File: src/rtl/dpll_trail_ctrl.sv
// -----------------------------------------------------------------------------
// dpll_trail_ctrl
//
// Sequencer for the DPLL assignment trail stack. Branching decisions become
// stack pushes. A conflict starts chronological backtracking: trail entries
// are popped until an unflipped decision turns up, and that decision is then
// pushed back with its flipped value. Every assign and unassign is reported
// to the clause evaluator. A sticky unsat is raised when the trail runs out.
//
// Handshakes: a request is taken on a rising edge where its valid and ready
// are both high. Ready depends only on registered state. A requester keeps
// valid and its payload stable until that edge. If a conflict and a decision
// are both valid, only the conflict is taken, so the decision must be held.
//
// Ports
//   clk, rst        clock, synchronous active-high reset (shared with stack)
//   dec_valid/ready decision handshake; dec_var, dec_val = decision payload
//   cfl_valid/ready conflict handshake
//   stk_push/pop    stack controls; stk_din = {flipped, var}, stk_bool = value
//   stk_dout(_bool) popped entry, valid in the cycle after the pop
//   asg_valid       one-cycle change strobe; asg_undo 1 = unassign
//   asg_var/val     variable and value of the change
//   depth           entries currently on the trail (own counter)
//   unsat           sticky, trail exhausted
//   busy            sequencing a push or a backtrack
// -----------------------------------------------------------------------------
module dpll_trail_ctrl #(
   parameter int VAR_W = 7,
   parameter int DEPTH = 16
) (
   input  logic                     clk,
   input  logic                     rst,
   input  logic                     dec_valid,
   output logic                     dec_ready,
   input  logic [VAR_W-1:0]         dec_var,
   input  logic                     dec_val,
   input  logic                     cfl_valid,
   output logic                     cfl_ready,
   output logic                     stk_push,
   output logic                     stk_pop,
   output logic [VAR_W:0]           stk_din,
   output logic                     stk_bool,
   input  logic [VAR_W:0]           stk_dout,
   input  logic                     stk_dout_bool,
   output logic                     asg_valid,
   output logic                     asg_undo,
   output logic [VAR_W-1:0]         asg_var,
   output logic                     asg_val,
   output logic [$clog2(DEPTH):0]   depth,
   output logic                     unsat,
   output logic                     busy
);

   localparam int CW = $clog2(DEPTH) + 1;
   localparam logic [CW-1:0] DEPTH_MAX = CW'(DEPTH);

   typedef enum logic [2:0] {
      IDLE  = 3'd0,
      PUSH  = 3'd1,
      POP   = 3'd2,
      CHK   = 3'd3,
      FLIP  = 3'd4,
      UNSAT = 3'd5
   } state_t;

   state_t           state_q, state_d;
   logic [CW-1:0]    depth_q, depth_d;
   logic [VAR_W-1:0] var_q,   var_d;
   logic             val_q,   val_d;

   // Ready is decoded from registered state only, so accepting a request
   // never depends combinationally on the request itself.
   assign dec_ready = (state_q == IDLE) && (depth_q < DEPTH_MAX);
   assign cfl_ready = (state_q == IDLE);
   assign unsat     = (state_q == UNSAT);
   assign busy      = (state_q != IDLE) && (state_q != UNSAT);
   assign depth     = depth_q;

   always_comb begin
      state_d   = state_q;
      depth_d   = depth_q;
      var_d     = var_q;
      val_d     = val_q;
      stk_push  = 1'b0;
      stk_pop   = 1'b0;
      stk_din   = '0;
      stk_bool  = 1'b0;
      asg_valid = 1'b0;
      asg_undo  = 1'b0;
      asg_var   = '0;
      asg_val   = 1'b0;

      case (state_q)
         IDLE: begin
            // Conflict wins over a simultaneous decision.
            if (cfl_valid && cfl_ready) begin
               state_d = (depth_q == '0) ? UNSAT : POP;
            end else if (dec_valid && dec_ready) begin
               state_d = PUSH;
               var_d   = dec_var;
               val_d   = dec_val;
            end
         end

         PUSH: begin
            stk_push  = 1'b1;
            stk_din   = {1'b0, var_q};
            stk_bool  = val_q;
            asg_valid = 1'b1;
            asg_var   = var_q;
            asg_val   = val_q;
            depth_d   = depth_q + 1'b1;
            state_d   = IDLE;
         end

         POP: begin
            stk_pop = 1'b1;
            depth_d = depth_q - 1'b1;
            state_d = CHK;
         end

         CHK: begin
            // The popped entry is on stk_dout now; this is the only
            // combinational path from the stack to the outputs.
            asg_valid = 1'b1;
            asg_undo  = 1'b1;
            asg_var   = stk_dout[VAR_W-1:0];
            asg_val   = stk_dout_bool;
            var_d     = stk_dout[VAR_W-1:0];
            val_d     = ~stk_dout_bool;
            if (!stk_dout[VAR_W]) begin
               state_d = FLIP;
            end else if (depth_q != '0) begin
               // Already-flipped entries are discarded, never re-flipped.
               state_d = POP;
            end else begin
               state_d = UNSAT;
            end
         end

         FLIP: begin
            // val_q already holds the inverted polarity latched in CHK.
            stk_push  = 1'b1;
            stk_din   = {1'b1, var_q};
            stk_bool  = val_q;
            asg_valid = 1'b1;
            asg_var   = var_q;
            asg_val   = val_q;
            depth_d   = depth_q + 1'b1;
            state_d   = IDLE;
         end

         UNSAT: begin
            state_d = UNSAT;
         end

         default: begin
            state_d = IDLE;
         end
      endcase
   end

   always_ff @(posedge clk) begin
      if (rst) begin
         state_q <= IDLE;
         depth_q <= '0;
         var_q   <= '0;
         val_q   <= 1'b0;
      end else begin
         state_q <= state_d;
         depth_q <= depth_d;
         var_q   <= var_d;
         val_q   <= val_d;
      end
   end

endmodule
File: config.mk
export PLATFORM = sky130hd
export DESIGN_NAME = dpll_trail_ctrl
export DESIGN_NICKNAME = d
export VERILOG_FILES = /design/src/rtl/dpll_trail_ctrl.sv
export SDC_FILE = /design/constraint.sdc
export NUM_CORES = 1
export LEC_CHECK = 0
export BUFFER_PORTS_ARGS = -buffer_cell sky130_fd_sc_hd__buf_4
export CORE_MARGIN = 2
export CORE_UTILIZATION = 47
export CTS_CLUSTER_SIZE = 8
export DETAILED_ROUTE_END_ITERATION = 6
export PLACE_DENSITY = 0.91
export SYNTH_ARGS = -nofsm -noshare
export SYNTH_HDL_FRONTEND = slang
export SYNTH_SLANG_ARGS = --single-unit
File: constraint.sdc
create_clock -name clk -period 2.9 [get_ports clk]
set_input_delay 0.145 -clock clk [delete_from_list [all_inputs] [get_ports clk]]
set_output_delay 0.145 -clock clk [all_outputs]
set_load 0.02 [all_outputs]
==> flow_metrics.py, run 1 <==
metrics = {
    "clocking": {
        "clk_pin_slew_worst_paths_ns": 0.10,
        "cts_setup_buffers": 0,
        "clk_latency_ns": 0.29,
        "ctsLongestPathBuffers": 2,
        "post_cts_resized": 0,
        "root_buffer": "clkbuf_4",
        "cts_hold_buf": 0,
        "cts.sinks": 16,
        "cts_buffers": 3,
        "ctsHtreeMaxLevel": 1,
        "cts_tree": "yes",
    },
    "grt": {
        "grt_max_degree": 17,
        "overflow": 0,
        "grtUsageTotal_pct": 21.5,
        "grt_pass1_vias": 1072,
        "antenna_found_initial": 0,
        "grt_pass1_wl_mm": 4.53,
    },
    "floorplanning": {
        "num_io_pins": 51,
        "die_area_um2": 2890,
        "rows": 18,
        "die_x_um": 53.8,
        "die_y_um": 53.8,
        "core-area_um2": 2410,
        "floorplan.initialDensity_pct": 48.3,
    },
    "routing": {
        "drt_wl_total_mm": 2.88,
        "via_count": 1159,
        "remaining_drc_errors": 0,
        "dr.pass1.iters": 4,
        "postRouteAntennaNets": 0,
        "drtIter0Drc": 16,
        "avgViaCountPerCell": 5.57,
        "wl_per_cell_um": 13.8,
    },
    "synthesis": {
        "synth.distinct_cells": 38,
        "ys_warn_count": 0,
        "ys_seq_area_share_pct": 27.5,
        "synth_cells": 131,
        "ys_ff_latch": 16,
        "syn_nets": 156,
        "syn_area_um2": 1160,
        "synth_top_area_share_pct": 27.5,
        "avgSynthCellArea_um2": 8.89,
        "synth_top_area_cell": "dfxtp_1",
        "synthTopCellsByArea": "dfxtp_1 27%, a211oi_2 9.7%, mux2i_1 8.6%, nor2_1 6.1%, a21o_1 5.8%",
    },
    "timing": {
        "layout_setup_ws_ns": 0.426,
        "rsz0062_at_grt": "no",
        "fin_tns_setup_ns": 0,
        "hold_slack_ns": 0.149,
        "slew_headroom_pct": 67.8,
        "fmax_mhz": 404,
        "worst_slew_pin_slew_ns": 0.479,
        "final_hold_viol_count": 0,
        "period_share_pct": 85.3,
        "finalCriticalPeriod_ns": 2.47,
        "setup_viol": 0,
        "fin_skew_ns": 0.00289,
        "slew_violations": 0,
    },
    "flow_run": {
        "maxCapViolations": 0,
    },
    "worst_setup_path": {
        "worstReg2RegStart": "state_q[2]",
        "cpPeakStageDelay_ns": 0.61,
        "start_kind": "flop",
        "crit_buf_inv": 1,
        "arrival_ns": 2.66,
        "worstPathMaxFanout": 12,
        "crit_required_ns": 3.08,
        "end_kind": "flop",
        "cp_slowest_cell": "dfxtp_1",
        "worstSetupStartpoint": "state_q[2]",
        "worstSetupPathType": "reg2reg",
        "crit_chain": "xnor2_1, nor2_1, buf_4, fa_1, nand2b_1, a21oi_1, mux2i_1, mux2_1",
        "cpLargestDelayFamily": "flip-flops",
    },
    "pwr": {
        "sw_frac_of_total_pct": 46.3,
        "leakage_nw": 0.758,
        "power_mw": 1.51,
        "clockPowerShare_pct": 10.0,
        "ir_worst_vdd_v": 0.000637,
        "power.switching_mw": 0.699,
        "combinationalPowerShare_pct": 65.6,
        "p_int_mw": 0.810,
        "p_per_area_nw_per_um2": 969,
        "seqPwrFrac_pct": 24.4,
    },
    "finish": {
        "fillerInstances": 193,
        "post_layout_nonfiller_instances": 208,
        "synthToLayoutAreaGrowth_pct": 33.7,
        "fin_nets": 204,
        "n_antenna_cell": 0,
        "drive_gt1_share_pct": 39.9,
    },
    "place": {
        "port_buffers": 50,
        "dp_hpwl_mm": 2.24,
        "place_inst": 204,
        "pre_cts_ws_ns": 0.486,
        "globalplace.congestion": 0.953,
    },
    "status": {
        "status": "finished clean",
    },
    "min_path": {
        "min_from": "rst",
        "hp-class": "in2reg",
    },
}
[cells by family (layout without fill, tap and decap cells)]
group | after synthesis | after routing | synth area share (%)
muxes | 11 | 11 | 9.56
DFF | 16 | 16 | 27.5
xor gates and xnor gates | 4 | 4 | 3.01
and+or+nand+nor | 43 | 43 | 19.7
adders and majority gates | 4 | 4 | 4.94
AOI/OAI and AO/OA | 35 | 35 | 26.3
buffers and inverters | 18 | 65 | 9.02
[per-stage QoR]
stage | area, um2 | utilization [%]
after global placement | 1520 | 63.1
final | 1560 | 64.6
after floorplan | 1160 | -
after global routing | 1560 | 64.6
after CTS | 1560 | 64.6
after detailed placement | 1520 | 63.1
[power groups by stage]
stage          combinational, mW  sequential [mW]  clock [mW]
6_report                   0.990            0.368       0.151
5_1_grt                     1.08            0.381       0.159
2_1_floorplan              0.722            0.350           0
4_1_cts                    0.991            0.368       0.155
3_3_place_gp               0.946            0.364           0
3_5_place_dp               0.980            0.372           0
[area by class of cell]
cell class | count | area (um2) | share of cell area (%)
Multi-Input combinational cell | 97 | 739 | 47.5
Timing Repair Buffer | 52 | 390 | 25.1
Sequential cell | 16 | 320 | 20.6
Tap cell | 30 | 37.5 | 2.41
Clock buffer | 4 | 36.3 | 2.33
Inverter | 9 | 33.8 | 2.17
[sequential cells by signal, summed over array words and instances, names as in the netlist]
signal	cells
var_q	7
depth	5
state_q	3
val_q	1
[placed cells by master (no fill, tap or decap), drive strengths merged, types with 2 or more instances in the layout]
master / n
buf: 52
nor2: 19
dfxtp: 16
mux2i: 10
a211oi: 10
inv: 9
a21o: 9
and2: 8
a21oi: 5
o21ai: 5
xnor2: 4
clkbuf: 4
ha: 3
and3: 2
nor2b: 2
nand2: 2
nand3: 2
nor3: 2
[Yosys cell counts, drive strengths merged]
cell,instances
xnor2,4
ha,3
nand3,2
nor3,2
nand2b,1
a311oi,1
dfxtp,16
a21o,9
a41oi,1
or2,1
a21oi,5
nor2b,2
mux2,1
o21a,1
nand2,2
and2,8
o21ai,5
a211oi,10
o31ai,1
or3b,1
nor2,19
inv,9
buf,8
and3,2
nor4,1
a31o,1
mux2i,10
or4,1
clkbuf,1
fa,1
o211ai,1
and3b,1
[metal layers]
layer	GRT usage [%]	vias to the layer above	part of all wire, %
met5	0	-	0
met4	12.0	0	2.9
met3	3.33	11	9.6
met2	36.4	59	50
met1	25.7	536	38
li1	-	553	-
[path summary, 6_finish.rpt]
kind / endpoint / slack [ns] / cells past startpoint
hold reg to reg: depth[3] / 0.50 / 2
setup reg to reg: depth[4] / 0.43 / 8
hold / removal: var_q[4] / 0.15 / 2
setup / recovery: depth[4] / 0.43 / 8
Note: power is estimated with default switching activity, not from simulation.
==> run 2: changes to the inputs <==
Settings changed: CORE_UTILIZATION 47 to 49, CTS_BUF_LIST set to sky130_fd_sc_hd__clkbuf_8, PLACE_DENSITY 0.91 to 0.94.
==> run 2 against run 1 <==
Total power up 1.4%. Final cell count shrank 1.4%. Sequential power hardly changed. Combinational power down 2%. Flip-flop and latch count did not move. Non-clock buffer count fell by 1. Critical path type unchanged. Largest cell class unchanged. Largest power group unchanged.
==> flow_metrics.py, run 2 (synthesized netlist as in run 1, its figures left out) <==
metrics = {
    "place": {
        "port_buffers": 50,
        "placed_area_um2": 1510,
        "dp_hpwl_mm": 2.10,
        "globalplace.congestion": 0.836,
        "place_inst": 201,
        "pre_cts_ws_ns": 0.504,
    },
    "routing": {
        "drtIter0Drc": 14,
        "via_count": 1106,
        "remaining_drc_errors": 0,
        "avgViaCountPerCell": 5.40,
        "drt_wl_total_mm": 2.62,
        "wl_per_cell_um": 12.8,
        "dr.pass1.iters": 4,
        "postRouteAntennaNets": 0,
    },
    "clocking": {
        "cts_buffers": 3,
        "cts_setup_buffers": 0,
        "cts_tree": "yes",
        "ctsLongestPathBuffers": 2,
        "cts.sinks": 16,
        "clk_pin_slew_worst_paths_ns": 0.06,
        "post_cts_resized": 0,
        "root_buffer": "clkbuf_8",
        "clk_latency_ns": 0.24,
        "ctsHtreeMaxLevel": 1,
        "cts_hold_buf": 0,
    },
    "worst_setup_path": {
        "r2r_cells": 8,
        "cp_slowest_cell": "dfxtp_1",
        "start_kind": "flop",
        "reg2reg_slack_ns": 0.47,
        "crit_required_ns": 3.03,
        "worstPathMaxFanout": 12,
        "crit_chain": "xnor2_1, nor2_1, buf_4, fa_1, nand2b_1, a21oi_1, mux2i_1, mux2_1",
        "worstSetupPathType": "reg2reg",
        "cpPeakStageDelay_ns": 0.59,
        "arrival_ns": 2.56,
        "end_kind": "flop",
        "critPathCapture": "depth[4]",
        "r2r-end": "depth[4]",
        "worstReg2RegStart": "state_q[2]",
        "worstSetupStartpoint": "state_q[2]",
    },
    "timing": {
        "slew_violations": 0,
        "period_share_pct": 83.8,
        "slew_headroom_pct": 47.2,
        "finalCriticalPeriod_ns": 2.43,
        "fin_skew_ns": 0.000752,
        "setup_viol": 0,
        "worst_slew_pin_slew_ns": 0.792,
        "layout_setup_ws_ns": 0.469,
        "fin_tns_setup_ns": 0,
        "final_hold_viol_count": 0,
        "fmax_mhz": 411,
        "rsz0062_at_grt": "no",
    },
    "grt": {
        "grt_pass1_wl_mm": 4.00,
        "antenna_found_initial": 0,
        "grt_pass1_vias": 972,
        "overflow": 0,
        "grtUsageTotal_pct": 19.0,
        "grt_max_degree": 19,
    },
    "pwr": {
        "p_per_area_nw_per_um2": 977,
        "ir_worst_vdd_v": 0.000678,
        "power_mw": 1.53,
        "leakage_nw": 0.760,
    },
    "floorplanning": {
        "floorplan.initialDensity_pct": 52.2,
        "num_io_pins": 51,
        "die_x_um": 52.8,
        "core-area_um2": 2230,
        "die_y_um": 52.8,
        "rows": 17,
        "die_area_um2": 2780,
    },
    "finish": {
        "drive_gt1_share_pct": 39.5,
        "largest_reg_flops": 7,
        "mostFrequentLayoutCell": "buf_4",
        "post_layout_nonfiller_instances": 205,
        "final_cell_mix": "51 x buf_4, 19 x nor2_1, 16 x dfxtp_1",
        "n_antenna_cell": 0,
        "fin_area_um2": 1570,
        "fillerInstances": 179,
        "synthToLayoutAreaGrowth_pct": 34.5,
        "fin_nets": 203,
        "top_register": "var_q",
    },
    "min_path": {
        "hp-class": "in2reg",
    },
    "status": {
        "status": "finished clean",
    },
    "flow_run": {
        "maxCapViolations": 0,
    },
}
-- run 2: metrics by stage --
step	utilization, %	hold WS (ns)
2_1_floorplan	-	0.210
3_3_place_gp	67.7	0.458
3_5_place_dp	67.7	0.475
4_1_cts	70.1	0.211
5_1_grt	70.1	0.219
6_report	70.1	0.215
-- run 2: how the worst min path moves through the flow --
stage,startpoint,endpoint,depth (start not counted)
2_1_floorplan,rst,var_q[1],1
3_3_place_gp,rst,depth[1],2
3_5_place_dp,rst,var_q[6],2
4_1_cts,rst,var_q[6],2
5_1_grt,rst,var_q[5],2
6_report,rst,var_q[2],2
-- run 2: where the power goes --
group,internal (mW),switching (mW)
logic,0.441,0.530
registers,0.289,0.0794
clock network,0.120,0.0706
-- run 2: critical path, delay by kind of cell (launching register included) --
kind                     cells  cell delay, ns
multiplexers                 2            0.58
AO/OA/AOI/OAI                1            0.17
AND/OR/NAND/NOR              2            0.23
flip-flops                   1            0.59
buffers and inverters        1            0.18
XOR/XNOR                     1            0.17
adder cells (fa/ha/maj)      1            0.39
-- run 2: layout make-up --
cell class	instances	area, um2	area share [%]
multi-input cells	97	739	47.2
inverters	9	33.8	2.16
well taps	28	35.0	2.24
repair buffers	51	383	24.4
flip-flops and latches	16	320	20.4
clock buffers	4	55.1	3.51
-- run 2: layer usage --
metal  global-route usage, %  share of wire, %  vias to the layer above
met5                       0                 0                        -
met4                    6.84                 0                        0
met3                    2.86               7.6                        0
met2                    34.2                51                       39
met1                    22.6                41                      512
li1                        -                 -                      555
==> run 3: changes to the inputs <==
Settings changed: CORE_UTILIZATION 49 to 44, PLACE_DENSITY 0.94 to 0.9.
Clock period 2.9 ns to 1.95 ns, I/O delays scaled along.
==> run 3 against run 2 <==
First-iteration DRC count rose to 4.0 times the previous value. Clock skew up 0.0012 ns. Total power up 63%. Maximum frequency up 29%. Final cell count up 5.4%. Utilization down 3.4 points. Highest routed layer is now met4.
==> flow_metrics.py, run 3 (synthesized netlist as in run 1, its figures left out) <==
metrics = {
    "clocking": {
        "cts_hold_buf": 0,
        "root_buffer": "clkbuf_8",
        "clk_pin_slew_worst_paths_ns": 0.06,
        "cts_tree": "yes",
        "ctsLongestPathBuffers": 2,
        "cts.sinks": 16,
        "clk_latency_ns": 0.25,
        "cts_buffers": 3,
        "ctsHtreeMaxLevel": 1,
    },
    "pwr": {
        "seqPwrFrac_pct": 20.5,
        "power.switching_mw": 1.10,
        "sw_frac_of_total_pct": 43.9,
        "p_per_area_nw_per_um2": 1500,
        "combinationalPowerShare_pct": 67.9,
        "leakage_nw": 0.810,
        "clockPowerShare_pct": 11.6,
        "ir_worst_vdd_v": 0.00104,
        "p_int_mw": 1.40,
    },
    "routing": {
        "via_count": 1185,
        "remaining_drc_errors": 0,
        "postRouteAntennaNets": 0,
        "dr.pass1.iters": 4,
        "drtIter0Drc": 56,
        "avgViaCountPerCell": 5.49,
        "drt_wl_total_mm": 3.02,
        "wl_per_cell_um": 14.0,
    },
    "finish": {
        "drive_gt1_share_pct": 46.8,
        "n_antenna_cell": 0,
        "synthToLayoutAreaGrowth_pct": 43.2,
        "fin_nets": 212,
        "final_cell_mix": "60 x buf_4, 18 x nor2_1, 14 x dfxtp_1",
        "top_register": "var_q",
        "fin_util_pct": 66.7,
        "mostFrequentLayoutCell": "buf_4",
        "largest_reg_flops": 7,
        "post_layout_nonfiller_instances": 216,
    },
    "grt": {
        "grt_pass1_vias": 1158,
        "grt_max_degree": 17,
        "grtUsageTotal_pct": 19.8,
        "grt_pass1_wl_mm": 5.06,
        "overflow": 0,
        "antenna_found_initial": 0,
    },
    "place": {
        "pre_cts_ws_ns": -0.0819,
        "dp_hpwl_mm": 2.42,
        "port_buffers": 50,
        "place_inst": 210,
        "globalplace.congestion": 0.885,
    },
    "timing": {
        "fmax_mhz": 529,
        "period_share_pct": 97.0,
        "slew_violations": 0,
        "slew_headroom_pct": 71.4,
        "layout_setup_ws_ns": 0.0587,
        "worst_slew_pin_slew_ns": 0.426,
        "fin_skew_ns": 0.00194,
        "setup_viol": 0,
        "final_hold_viol_count": 0,
        "finalCriticalPeriod_ns": 1.89,
        "rsz0062_at_grt": "yes",
    },
    "worst_setup_path": {
        "crit_required_ns": 2.09,
        "start_kind": "flop",
        "crit_buf_inv": 1,
        "cp_slowest_cell": "dfxtp_1",
        "cpPeakStageDelay_ns": 0.44,
        "crit_chain": "inv_1, fa_2, nand2b_1, a21oi_2, mux2i_1, mux2_1",
        "r2r_cells": 6,
        "worstPathMaxFanout": 5,
        "worstSetupStartpoint": "depth[0]",
        "arrival_ns": 2.03,
        "cp.depth": 6,
        "cpLargestDelayFamily": "multiplexers",
        "worstSetupPathType": "reg2reg",
        "end_kind": "flop",
        "worstReg2RegStart": "depth[0]",
    },
    "floorplanning": {
        "core-area_um2": 2500,
        "die_x_um": 55.5,
        "die_y_um": 55.5,
        "rows": 18,
        "floorplan.initialDensity_pct": 46.6,
        "num_io_pins": 51,
        "die_area_um2": 3080,
    },
    "min_path": {
        "hp-class": "in2reg",
        "min_path_cells": 2,
        "min_from": "rst",
    },
    "flow_run": {
        "maxCapViolations": 0,
    },
    "status": {
        "status": "finished clean",
    },
}
run 3: cell type report:
cell class | count | area [um2]
Inverter | 9 | 33.8
Multi-Input combinational cell | 97 | 768
Tap cell | 30 | 37.5
Timing Repair Buffer | 60 | 450
Sequential cell | 16 | 323
Fill cell | 199 | 832
Clock buffer | 4 | 55.1
run 3: path summary, 6_finish.rpt:
| kind | end | slack [ns] |
|---|---|---|
| setup reg to reg | depth[4] | 0.06 |
| hold reg to reg | depth[3] | 0.51 |
| setup / recovery | depth[4] | 0.06 |
| hold / removal | val_q | 0.16 |
run 3: metal layers:
layer  wire length, um  vias up  global-route usage, %
met1              1160      550                   21.6
li1                  -      572                      -
met4                72        0                   6.27
met5                 0        -                      0
met3               242       10                   4.68
met2              1550       53                   37.2
run 3: power by group through the flow:
| stage | registers, mW | logic (mW) | clock network (mW) |
|---|---|---|---|
| 2_1_floorplan | 0.528 | 1.13 | 0 |
| 3_3_place_gp | 0.506 | 1.56 | 0 |
| 3_5_place_dp | 0.514 | 1.63 | 0 |
| 4_1_cts | 0.509 | 1.67 | 0.293 |
| 5_1_grt | 0.531 | 1.83 | 0.311 |
| 6_report | 0.513 | 1.70 | 0.289 |
run 3: per-stage QoR:
| stage | hold WS [ns] | instance area [um2] | TNS (ns) | power [mW] |
|---|---|---|---|---|
| final | 0.164 | 1670 | 0 | 2.50 |
| after global placement | 0.422 | 1590 | 0 | 2.06 |
| after floorplan | 0.162 | 1190 | -0.117 | 1.65 |
| after global routing | 0.171 | 1670 | -0.0117 | 2.67 |
| after detailed placement | 0.427 | 1590 | -0.0819 | 2.14 |
| after CTS | 0.165 | 1650 | 0 | 2.47 |
run 3: what timing repair did:
item	4_1_cts	5_1_grt
buffers inserted	1	1
resized for setup	1	2
setup endpoints to repair	1	1
pin swaps	1	1
run 3: worst register-to-register path: cells and delay by family, from the launching register on:
kind	cells	cell delay, ns
AO/OA/AOI/OAI	1	0.13
buffers and inverters	1	0.11
adder cells (fa/ha/maj)	1	0.40
AND/OR/NAND/NOR	1	0.16
flip-flops	1	0.44
multiplexers	2	0.53
